**src/rtl/fdc_host_seq.sv**
```systemverilog
// Host-side uPD765 command sequencer: polls the MSR and runs the command,
// parameter, execution-read and result-read phases on the FDC CPU bus.
//
// state   | meaning
// IDLE    | waiting for start
// POLL    | one MSR read, then branch on phase and MSR bits
// WR_BYTE | one data-port write (command or parameter byte)
// EXEC_RD | one execution-phase data read
// RES_RD  | one result-phase data read
// FINISH  | done pulse, back to IDLE
module fdc_host_seq #(
    parameter int unsigned MAX_PARAMS    = 8,
    parameter int unsigned STROBE_CYCLES = 2,
    parameter int unsigned POLL_TIMEOUT  = 65535
) (
    input  logic        clk,
    input  logic        rst_n,
    input  logic        start,
    input  logic [7:0]  cmd,
    input  logic [63:0] params,
    input  logic [3:0]  nparams,
    input  logic        exec_rd,
    input  logic [15:0] exec_len,
    output logic        busy,
    output logic        done,
    output logic        error,
    output logic [55:0] results,
    output logic [2:0]  nresults,
    output logic [7:0]  data_out,
    output logic        data_valid,
    output logic        fdc_ce,
    output logic        fdc_a0,
    output logic        fdc_rd_n,
    output logic        fdc_wr_n,
    output logic [7:0]  fdc_dout,
    input  logic [7:0]  fdc_din
);

    localparam logic [2:0] S_IDLE = 3'd0;
    localparam logic [2:0] S_POLL = 3'd1;
    localparam logic [2:0] S_WR   = 3'd2;
    localparam logic [2:0] S_EXEC = 3'd3;
    localparam logic [2:0] S_RES  = 3'd4;
    localparam logic [2:0] S_FIN  = 3'd5;

    localparam logic [1:0] PH_WRITE  = 2'd0;
    localparam logic [1:0] PH_EXEC   = 2'd1;
    localparam logic [1:0] PH_RESULT = 2'd2;

    localparam logic [7:0]  CYC_LAST_LOW = 8'(STROBE_CYCLES);
    localparam logic [7:0]  CYC_RECOV    = 8'(STROBE_CYCLES + 1);
    localparam logic [15:0] TMO          = 16'(POLL_TIMEOUT);
    localparam logic [3:0]  MAXP         = 4'(MAX_PARAMS);

    logic [2:0]  state_q, state_d;
    logic [1:0]  phase_q, phase_d;
    logic [7:0]  cyc_q, cyc_d;
    logic [3:0]  idx_q, idx_d;
    logic [3:0]  np_q, np_d;
    logic [7:0]  cmd_q, cmd_d;
    logic [63:0] params_q, params_d;
    logic        exec_rd_q, exec_rd_d;
    logic [15:0] exec_len_q, exec_len_d;
    logic [15:0] ecnt_q, ecnt_d;
    logic [15:0] poll_q, poll_d;
    logic [7:0]  rdata_q, rdata_d;
    logic        error_q, error_d;
    logic [55:0] results_q, results_d;
    logic [2:0]  nres_q, nres_d;
    logic [7:0]  data_out_q, data_out_d;

    logic       in_access, acc_end, strobe_low, stall;
    logic       rfm, dio, exm, msr_busy;
    logic [2:0] pidx;
    logic [7:0] wr_byte;

    assign rfm      = rdata_q[7];
    assign dio      = rdata_q[6];
    assign exm      = rdata_q[5];
    assign msr_busy = rdata_q[4];

    assign in_access = (state_q == S_POLL) || (state_q == S_WR) ||
                       (state_q == S_EXEC) || (state_q == S_RES);
    assign acc_end    = in_access && (cyc_q == CYC_RECOV);
    assign strobe_low = in_access && (cyc_q != 8'd0) && (cyc_q != CYC_RECOV);

    // Byte index 0 is the command, index k is parameter k-1.
    assign pidx    = idx_q[2:0] - 3'd1;
    assign wr_byte = (idx_q == 4'd0) ? cmd_q : params_q[{pidx, 3'b000} +: 8];

    always_comb begin
        state_d    = state_q;
        phase_d    = phase_q;
        cyc_d      = cyc_q;
        idx_d      = idx_q;
        np_d       = np_q;
        cmd_d      = cmd_q;
        params_d   = params_q;
        exec_rd_d  = exec_rd_q;
        exec_len_d = exec_len_q;
        ecnt_d     = ecnt_q;
        poll_d     = poll_q;
        rdata_d    = rdata_q;
        error_d    = error_q;
        results_d  = results_q;
        nres_d     = nres_q;
        data_out_d = data_out_q;
        stall      = 1'b0;

        if (in_access) begin
            cyc_d = acc_end ? 8'd0 : cyc_q + 8'd1;
            if (cyc_q == CYC_LAST_LOW && state_q != S_WR) begin
                rdata_d = fdc_din;
                if (state_q == S_EXEC) data_out_d = fdc_din;
            end
        end

        case (state_q)
            S_IDLE: begin
                if (start) begin
                    cmd_d      = cmd;
                    params_d   = params;
                    np_d       = (nparams > MAXP) ? MAXP : nparams;
                    exec_rd_d  = exec_rd;
                    exec_len_d = exec_len;
                    nres_d     = 3'd0;
                    error_d    = 1'b0;
                    idx_d      = 4'd0;
                    poll_d     = 16'd0;
                    ecnt_d     = 16'd0;
                    cyc_d      = 8'd0;
                    phase_d    = PH_WRITE;
                    state_d    = S_POLL;
                end
            end
            S_POLL: begin
                if (acc_end) begin
                    case (phase_q)
                        PH_WRITE: begin
                            if (rfm && !dio) state_d = S_WR;
                            // FDC left the command phase early: drop remaining bytes.
                            else if (dio) phase_d = (exec_rd_q && exm && exec_len_q != 16'd0) ? PH_EXEC : PH_RESULT;
                            else stall = 1'b1;
                        end
                        PH_EXEC: begin
                            if (exm && dio && rfm) state_d = S_EXEC;
                            else if (!exm) phase_d = PH_RESULT;
                            else stall = 1'b1;
                        end
                        default: begin
                            if (!msr_busy) state_d = S_FIN;
                            else if (rfm && dio) state_d = S_RES;
                            else stall = 1'b1;
                        end
                    endcase
                    if (stall) begin
                        if (poll_q + 16'd1 == TMO) begin
                            error_d = 1'b1;
                            state_d = S_FIN;
                        end else begin
                            poll_d = poll_q + 16'd1;
                        end
                    end
                end
            end
            S_WR: begin
                if (acc_end) begin
                    poll_d  = 16'd0;
                    idx_d   = idx_q + 4'd1;
                    state_d = S_POLL;
                    if (idx_q == np_q)
                        phase_d = (exec_rd_q && exec_len_q != 16'd0) ? PH_EXEC : PH_RESULT;
                end
            end
            S_EXEC: begin
                if (acc_end) begin
                    poll_d  = 16'd0;
                    ecnt_d  = ecnt_q + 16'd1;
                    state_d = S_POLL;
                    if (ecnt_q + 16'd1 == exec_len_q) phase_d = PH_RESULT;
                end
            end
            S_RES: begin
                if (acc_end) begin
                    poll_d  = 16'd0;
                    state_d = S_POLL;
                    if (nres_q != 3'd7) begin
                        results_d[{nres_q, 3'b000} +: 8] = rdata_q;
                        nres_d = nres_q + 3'd1;
                    end
                end
            end
            S_FIN:   state_d = S_IDLE;
            default: state_d = S_IDLE;
        endcase
    end

    always_ff @(posedge clk or negedge rst_n) begin
        if (!rst_n) begin
            state_q    <= S_IDLE;
            phase_q    <= PH_WRITE;
            cyc_q      <= 8'd0;
            idx_q      <= 4'd0;
            np_q       <= 4'd0;
            cmd_q      <= 8'd0;
            params_q   <= 64'd0;
            exec_rd_q  <= 1'b0;
            exec_len_q <= 16'd0;
            ecnt_q     <= 16'd0;
            poll_q     <= 16'd0;
            rdata_q    <= 8'd0;
            error_q    <= 1'b0;
            results_q  <= 56'd0;
            nres_q     <= 3'd0;
            data_out_q <= 8'd0;
        end else begin
            state_q    <= state_d;
            phase_q    <= phase_d;
            cyc_q      <= cyc_d;
            idx_q      <= idx_d;
            np_q       <= np_d;
            cmd_q      <= cmd_d;
            params_q   <= params_d;
            exec_rd_q  <= exec_rd_d;
            exec_len_q <= exec_len_d;
            ecnt_q     <= ecnt_d;
            poll_q     <= poll_d;
            rdata_q    <= rdata_d;
            error_q    <= error_d;
            results_q  <= results_d;
            nres_q     <= nres_d;
            data_out_q <= data_out_d;
        end
    end

    // Bus controls decode straight from reset flops so reset releases the strobes at once.
    assign busy       = (state_q != S_IDLE) && (state_q != S_FIN);
    assign done       = (state_q == S_FIN);
    assign error      = error_q;
    assign results    = results_q;
    assign nresults   = nres_q;
    assign data_out   = data_out_q;
    assign data_valid = (state_q == S_EXEC) && (cyc_q == CYC_RECOV);
    assign fdc_ce     = in_access && (cyc_q != CYC_RECOV);
    assign fdc_a0     = in_access && (state_q != S_POLL);
    assign fdc_rd_n   = !(strobe_low && state_q != S_WR);
    assign fdc_wr_n   = !(strobe_low && state_q == S_WR);
    assign fdc_dout   = (state_q == S_WR) ? wr_byte : 8'd0;

endmodule

```
**config.mk**
```make
export PLATFORM = sky130hd
export DESIGN_NAME = fdc_host_seq
export DESIGN_NICKNAME = d
export VERILOG_FILES = /design/src/rtl/fdc_host_seq.sv
export SDC_FILE = /design/constraint.sdc
export NUM_CORES = 1
export LEC_CHECK = 0
export CAP_MARGIN = 20
export CORE_AREA = 2 2 130 195
export CTS_CLUSTER_DIAMETER = 40
export DETAILED_ROUTE_END_ITERATION = 16
export DIE_AREA = 0 0 132 197
export PLACE_DENSITY = 0.69
export RECOVER_POWER = 25
export SYNTH_ARGS = -nofsm -noshare
export SYNTH_HDL_FRONTEND = slang
export SYNTH_SLANG_ARGS = --single-unit
```
**constraint.sdc**
```tcl
create_clock -name clk -period 4.7 [get_ports clk]
set_clock_uncertainty 0.15 [all_clocks]
set_input_delay 0.47 -clock clk [delete_from_list [all_inputs] [get_ports clk]]
set_output_delay 0.47 -clock clk [all_outputs]
set_load 0.05 [all_outputs]
```
# Word-level counts from Yosys, hierarchy flattened
# Cells that the tools add are included.
# op_classes
add_sub_neg,7
mul,0
n_div,0
n_lt_le_gt_ge,1
eq_ne,33
n_shift,3
mux,62
n_bitwise,0
reduce_logical,47
# op_table
op,n
16-bit two-way mux,6
64-bit by 7-bit indexed part select with 8-bit output,1
56-bit bitwise mux,1
8-bit by 8-bit variable shift with 56-bit output (first input constant),1
8-bit by 8-bit indexed part select with 56-bit output,1
8-bit two-way mux,6
16-bit one-hot mux with 3 select lines,1
3-bit two-way mux,12
16-bit by 1-bit adder with 16-bit output (second input constant),2
16-bit one-hot mux with 2 select lines,1
2-bit two-way mux,12
3-bit inequality test (second input constant),6
1-bit logical AND,17
16-bit equality test,1
16-bit equality test (second input constant),1
8-bit by 2-bit equality test with 1-bit output (second input constant),2
2-bit inequality test (second input constant),8
16-bit nonzero test,1
3-bit AND reduction,5
1-bit two-way mux,12
4-bit two-way mux,3
3-bit one-hot mux with 2 select lines,2
12-bit AND reduction,1
3-bit one-hot mux with 3 select lines,1
33 further kinds,49
# word_totals
register_bits,218
latch_bits,0
ramBits,0
romBits,0
inputBits,104
out_inout_bits,83
word_cells,169
n_memories,0

# Longest topological paths before layout
# Gate-level depths: netlist of run 1.
# logic_depth
depth_word,10
mapped_depth,10

# Worst setup path after synthesis of run 1
# No wires, ideal clock.
# synth_timing
path_kind,reg2out
start,register idx_q[0]
end,output fdc_dout[6]
arrival_time_ns,3.346
path_slack_ns,0.734
stages_incl_launch_ff,9
cell_sequence,dfrtp_1 > buf_1 > inv_1 > ha_1 > clkbuf_1 > clkbuf_1 > mux4_2 > mux2i_1 > a211oi_1
# synth_via
elab_chain_cells,4
elab_cells_between_ends,5
# synth_lines
element,line,source
from (decl),58,"logic [3:0] idx_q, idx_d;"
from (signal assigned),220,idx_q <= idx_d;
3-bit by 1-bit subtractor with 3-bit output,88,assign pidx = idx_q[2:0] - 3'd1;
64-bit by 7-bit indexed part select with 8-bit output,89,"assign wr_byte = (idx_q == 4'd0) ? cmd_q : params_q[{pidx, 3'b000} +: 8];"
8-bit two-way mux *,89,
8-bit two-way mux *,248,assign fdc_dout = (state_q == S_WR) ? wr_byte : 8'd0;
to (decl),35,"output logic [7:0] fdc_dout,"
# Every way passes the cells marked *; elsewhere a longest branch is shown, timed or not.

# Worst setup path after layout of run 1
# layout_timing
start,register cyc_q[2]
end,output data_valid
# layout_via
elab_chain_cells,2
# layout_lines
element,line,source
from (decl),57,"logic [7:0] cyc_q, cyc_d;"
from (signal assigned),219,cyc_q <= cyc_d;
8-bit by 2-bit equality test with 1-bit output,243,assign data_valid = (state_q == S_EXEC) && (cyc_q == CYC_RECOV);
1-bit logical AND,243,
to (decl),30,"output logic data_valid,"
# No other way between the ends.

==> results.toml, run 1 <==
[run_status]
status = "complete, but fails checks"
violations = "capacitance limit, slew limit"

[hold_path]
hold_depth = 3
whs_endpoint = "params_q[32]"
hp-class = "input port to register"
hp-start = "params[32]"

[worst_setup_path]
critPathKind = "register to output pin"
crit_path_top_delay_cell = "clkdlybuf4s50_1"
required_ns = 4.08
reg2reg_depth = 8
rrSetupSlack_ns = 1.55
crit_fanout = 21
cp_top_family = "buffers and inverters"
critPathMaxStageDelay_ns = 0.89
worstPathCellList = "or4_4, nor4b_4, buf_4, nand2_1, buf_4, inv_1, clkdlybuf4s50_1"
endpoint_kind = "output pin"
r2r-start = "poll_q[0]"
regToRegEndpoint = "poll_q[8]"
worstSetupStartpointType = "register"
cp.arrival_ns = 3.47
worst-path-buf-inv = 4
cpMostUsedCell = "buf_4"

[clocking]
clk_pin_slew_ns = 0.06
h-tree-depth = 1
cts.sink_count = 218
tritoncts = "yes"
root_buffer = "clkbuf_16"
clkLatencyLatePin_ns = 0.52
clock_path_buffers = 3
cts_buffers = 23

[placement]
place_area_sq_mm = 0.0128
io_buffers = 186
place.gp.congestion = 0.880
hpwl_microns = 20400

[power]
intPower_mw = 4.37
switching_share_pct = 39.2
pwr_density_cell_mw_per_mm2 = 530
clkPwrFrac_pct = 24.8
ir_drop_uv = 382
power.leakage_nw = 6.14
p_switching_mw = 2.82
seqPwrFrac_pct = 41.6
comb_power_share_pct = 33.5

[timing]
clock.fmax_ghz = 0.245
fin_tns_setup_ns = 0
max_slew_margin_pct = -66.2
period_share_pct = 86.9
worst_slew_pin_slew_ns = 2.49
period_minus_slack_ns = 4.09
finalMaxSlewViolations = 103
hold_viol_final = 0
rsz0062_at_grt = "false"
setup_viol = 0

[detailed_routing]
drcViolationCount = 0
vias = 8563
dr_wl_met2_microns = 15000
vias_per_cell = 5.36
wl_met1_microns = 10600
ant_nets = 0
routed_wl_microns = 28100
drt_iter0_drc = 540
top_layer = "met4"
wl_per_cell_microns = 17.6
dr.pass1.iters = 5
wl_met3_microns = 1260

[die]
die_h_microns = 197
dieArea_sq_mm = 0.0260
initial_core_util_pct = 44.4
core-area_sq_mm = 0.0243
die_w_microns = 132
ioPinCount = 187
num_rows = 70

[synth]
syn_area_per_cell_sq_um = 9.78
synth_cells = 1101
synth-seq-cells = 218
async_reset_ff_share_pct = 100
synth.distinct_cells = 73
synth_edf_count = 0
yosysWarnings = 0
synth_ff_type = "dfrtp_1"
syn_area_sq_mm = 0.0108
synthesis.nets = 1217
ys_seq_area_share_pct = 50.6

[global_routing]
grt_pass1_wl_microns = 45600
antenna_found_initial = 0
grt_usage_pct = 21.9
grt_max_degree = 103
overflow = 0
grt_pass1_vias = 8554

[cells_and_area]
design_area_sq_mm = 0.0136
fin_nets = 1374
n_antenna_cell = 0
drive_above_1_share_pct = 11.8
register_area_sq_mm = 0.00546
multi_input_area_sq_mm = 0.00495
syn_to_final_growth_pct = 26.0
fillers = 2164

[run]
maxCapViolations = 1
[cells in the mapped netlist (4+ instances only)]
cell / number / area share [%]
nand2_1: 352 / 12
dfrtp_1: 218 / 51
mux2_2: 58 / 6.1
nor2_1: 48 / 1.7
clkbuf_1: 44 / 1.5
o21ai_0: 39 / 1.8
xnor2_1: 24 / 2.0
nand3_1: 23 / 1.1
a21oi_1: 20 / 0.93
inv_1: 20 / 0.70
mux4_2: 16 / 3.3
nand4_1: 16 / 0.93
ha_1: 12 / 1.4
mux2i_1: 12 / 1.1
xor2_1: 12 / 0.98
o31ai_1: 11 / 0.77
nor4_1: 10 / 0.58
a211oi_1: 9 / 0.63
o21ai_1: 9 / 0.42
or3_1: 9 / 0.52
nand3b_1: 8 / 0.56
nor3_1: 8 / 0.37
nor2b_1: 7 / 0.41
a211o_1: 6 / 0.49
and2_1: 6 / 0.35
buf_2: 6 / 0.28
a21o_1: 5 / 0.35
a31oi_1: 5 / 0.29
a22oi_1: 4 / 0.28
and3_1: 4 / 0.23
buf_1: 4 / 0.14
buf_4: 4 / 0.28
buf_6: 4 / 0.42
nand2b_1: 4 / 0.23
o311ai_0: 4 / 0.33
[metrics by stage]
step	total power [mW]	utilization [%]	instances	hold WS, ns	setup slack [ns]
global placement	5.37	52.9	1556	0.311	1.23
CTS	7.26	56.0	1599	0.299	0.616
global route	7.64	56.0	1599	0.307	0.434
detailed placement	5.44	52.9	1556	0.311	1.19
floorplan	4.58	-	1101	0.0244	0.734
finish	7.19	56.0	1599	0.319	0.614
[per-layer routing]
| metal | up-vias | GRT usage [%] |
|---|---|---|
| met1 | 4183 | 25.6 |
| met5 | - | 0 |
| met3 | 68 | 2.91 |
| li1 | 4083 | - |
| met4 | 0 | 9.62 |
| met2 | 229 | 40.0 |
[worst max path at each step]
stage,depth (start not counted),start,end,slack (ns)
finish,7,cyc_q[2],data_valid,0.61
global route,6,state_q[1],fdc_wr_n,0.43
CTS,7,cyc_q[2],data_valid,0.62
detailed placement,7,cyc_q[2],data_valid,1.19
global placement,7,cyc_q[2],data_valid,1.23
floorplan,8,idx_q[0],fdc_dout[6],0.73
[state kept, by name, indices dropped and copies added, names as in the netlist]
signal and flops:
cyc_q 8, idx_q 4, results 56, exec_rd_q 1
phase_q 2, nresults 3, data_out 8, ecnt_q 16
params_q 64, state_q 3, exec_len_q 16, poll_q 16
np_q 4, cmd_q 8, rdata_q 8, error 1
[cells by family (layout without fill, tap and decap cells)]
family | count (synthesis) | in the layout | synth area share, %
and+or+nand+nor | 524 | 524 | 22.1
DFF | 218 | 218 | 50.6
AOI/OAI and AO/OA | 137 | 137 | 8.57
muxes | 89 | 89 | 10.9
buffers and inverters | 85 | 259 | 3.47
xor gates and xnor gates | 36 | 36 | 2.93
adders and majority gates | 12 | 12 | 1.39
[placed cells by master (no fill, tap or decap), types with 20 or more instances in the layout]
cell type and n:
o21ai_0 39, a21oi_1 20, clkbuf_16 23, nand2_1 351, nand3_1 23, clkdlybuf4s50_1 185, inv_1 20, nor2_1 48
dfrtp_1 218, mux2_2 58, xnor2_1 24
[final cells by class]
type                    instances  share of cell area (%)
clock buffers                  29                    4.70
clock inverters                13                   0.848
inverters                      21                   0.581
multi-input cells             798                    36.5
flip-flops and latches        218                    40.2
well taps                     324                    2.99
repair buffers                196                    14.2
[power by group through the flow]
stage | registers (mW) | clock network, mW | logic, mW
after floorplan | 2.86 | 0 | 1.72
after global placement | 3.01 | 0 | 2.36
after detailed placement | 3.02 | 0 | 2.42
after CTS | 2.99 | 1.83 | 2.44
after global routing | 3.06 | 1.90 | 2.68
final | 2.99 | 1.79 | 2.41
[what timing repair did]
action | in CTS | in global routing
hold buffers | 1 | 0
endpoints found under the hold margin | 99 | 0
resized for setup | 0 | 0
buffers inserted | 0 | 0
[worst register-to-register path, stage by stage (launching register included)]
cell       delay (ns)
dfrtp_1          0.47
ha_1             0.40
nand2_1          0.20
or3_1            0.34
a211o_1          0.33
a2111oi_4        0.45
a211oi_2         0.22
and4b_1          0.26
a211o_1          0.22
Note: power is estimated with default switching activity, not from simulation.
==> inputs of run 2 (changes only) <==
--- a/config.mk
+++ b/config.mk
@@ -5,7 +5,6 @@
 export SDC_FILE = /design/constraint.sdc
 export NUM_CORES = 1
 export LEC_CHECK = 0
-export CAP_MARGIN = 20
 export CORE_AREA = 2 2 130 195
 export CTS_CLUSTER_DIAMETER = 40
 export DETAILED_ROUTE_END_ITERATION = 16
==> results of run 2 <==
Final layout, timing and power as in run 1 (identical DEF).
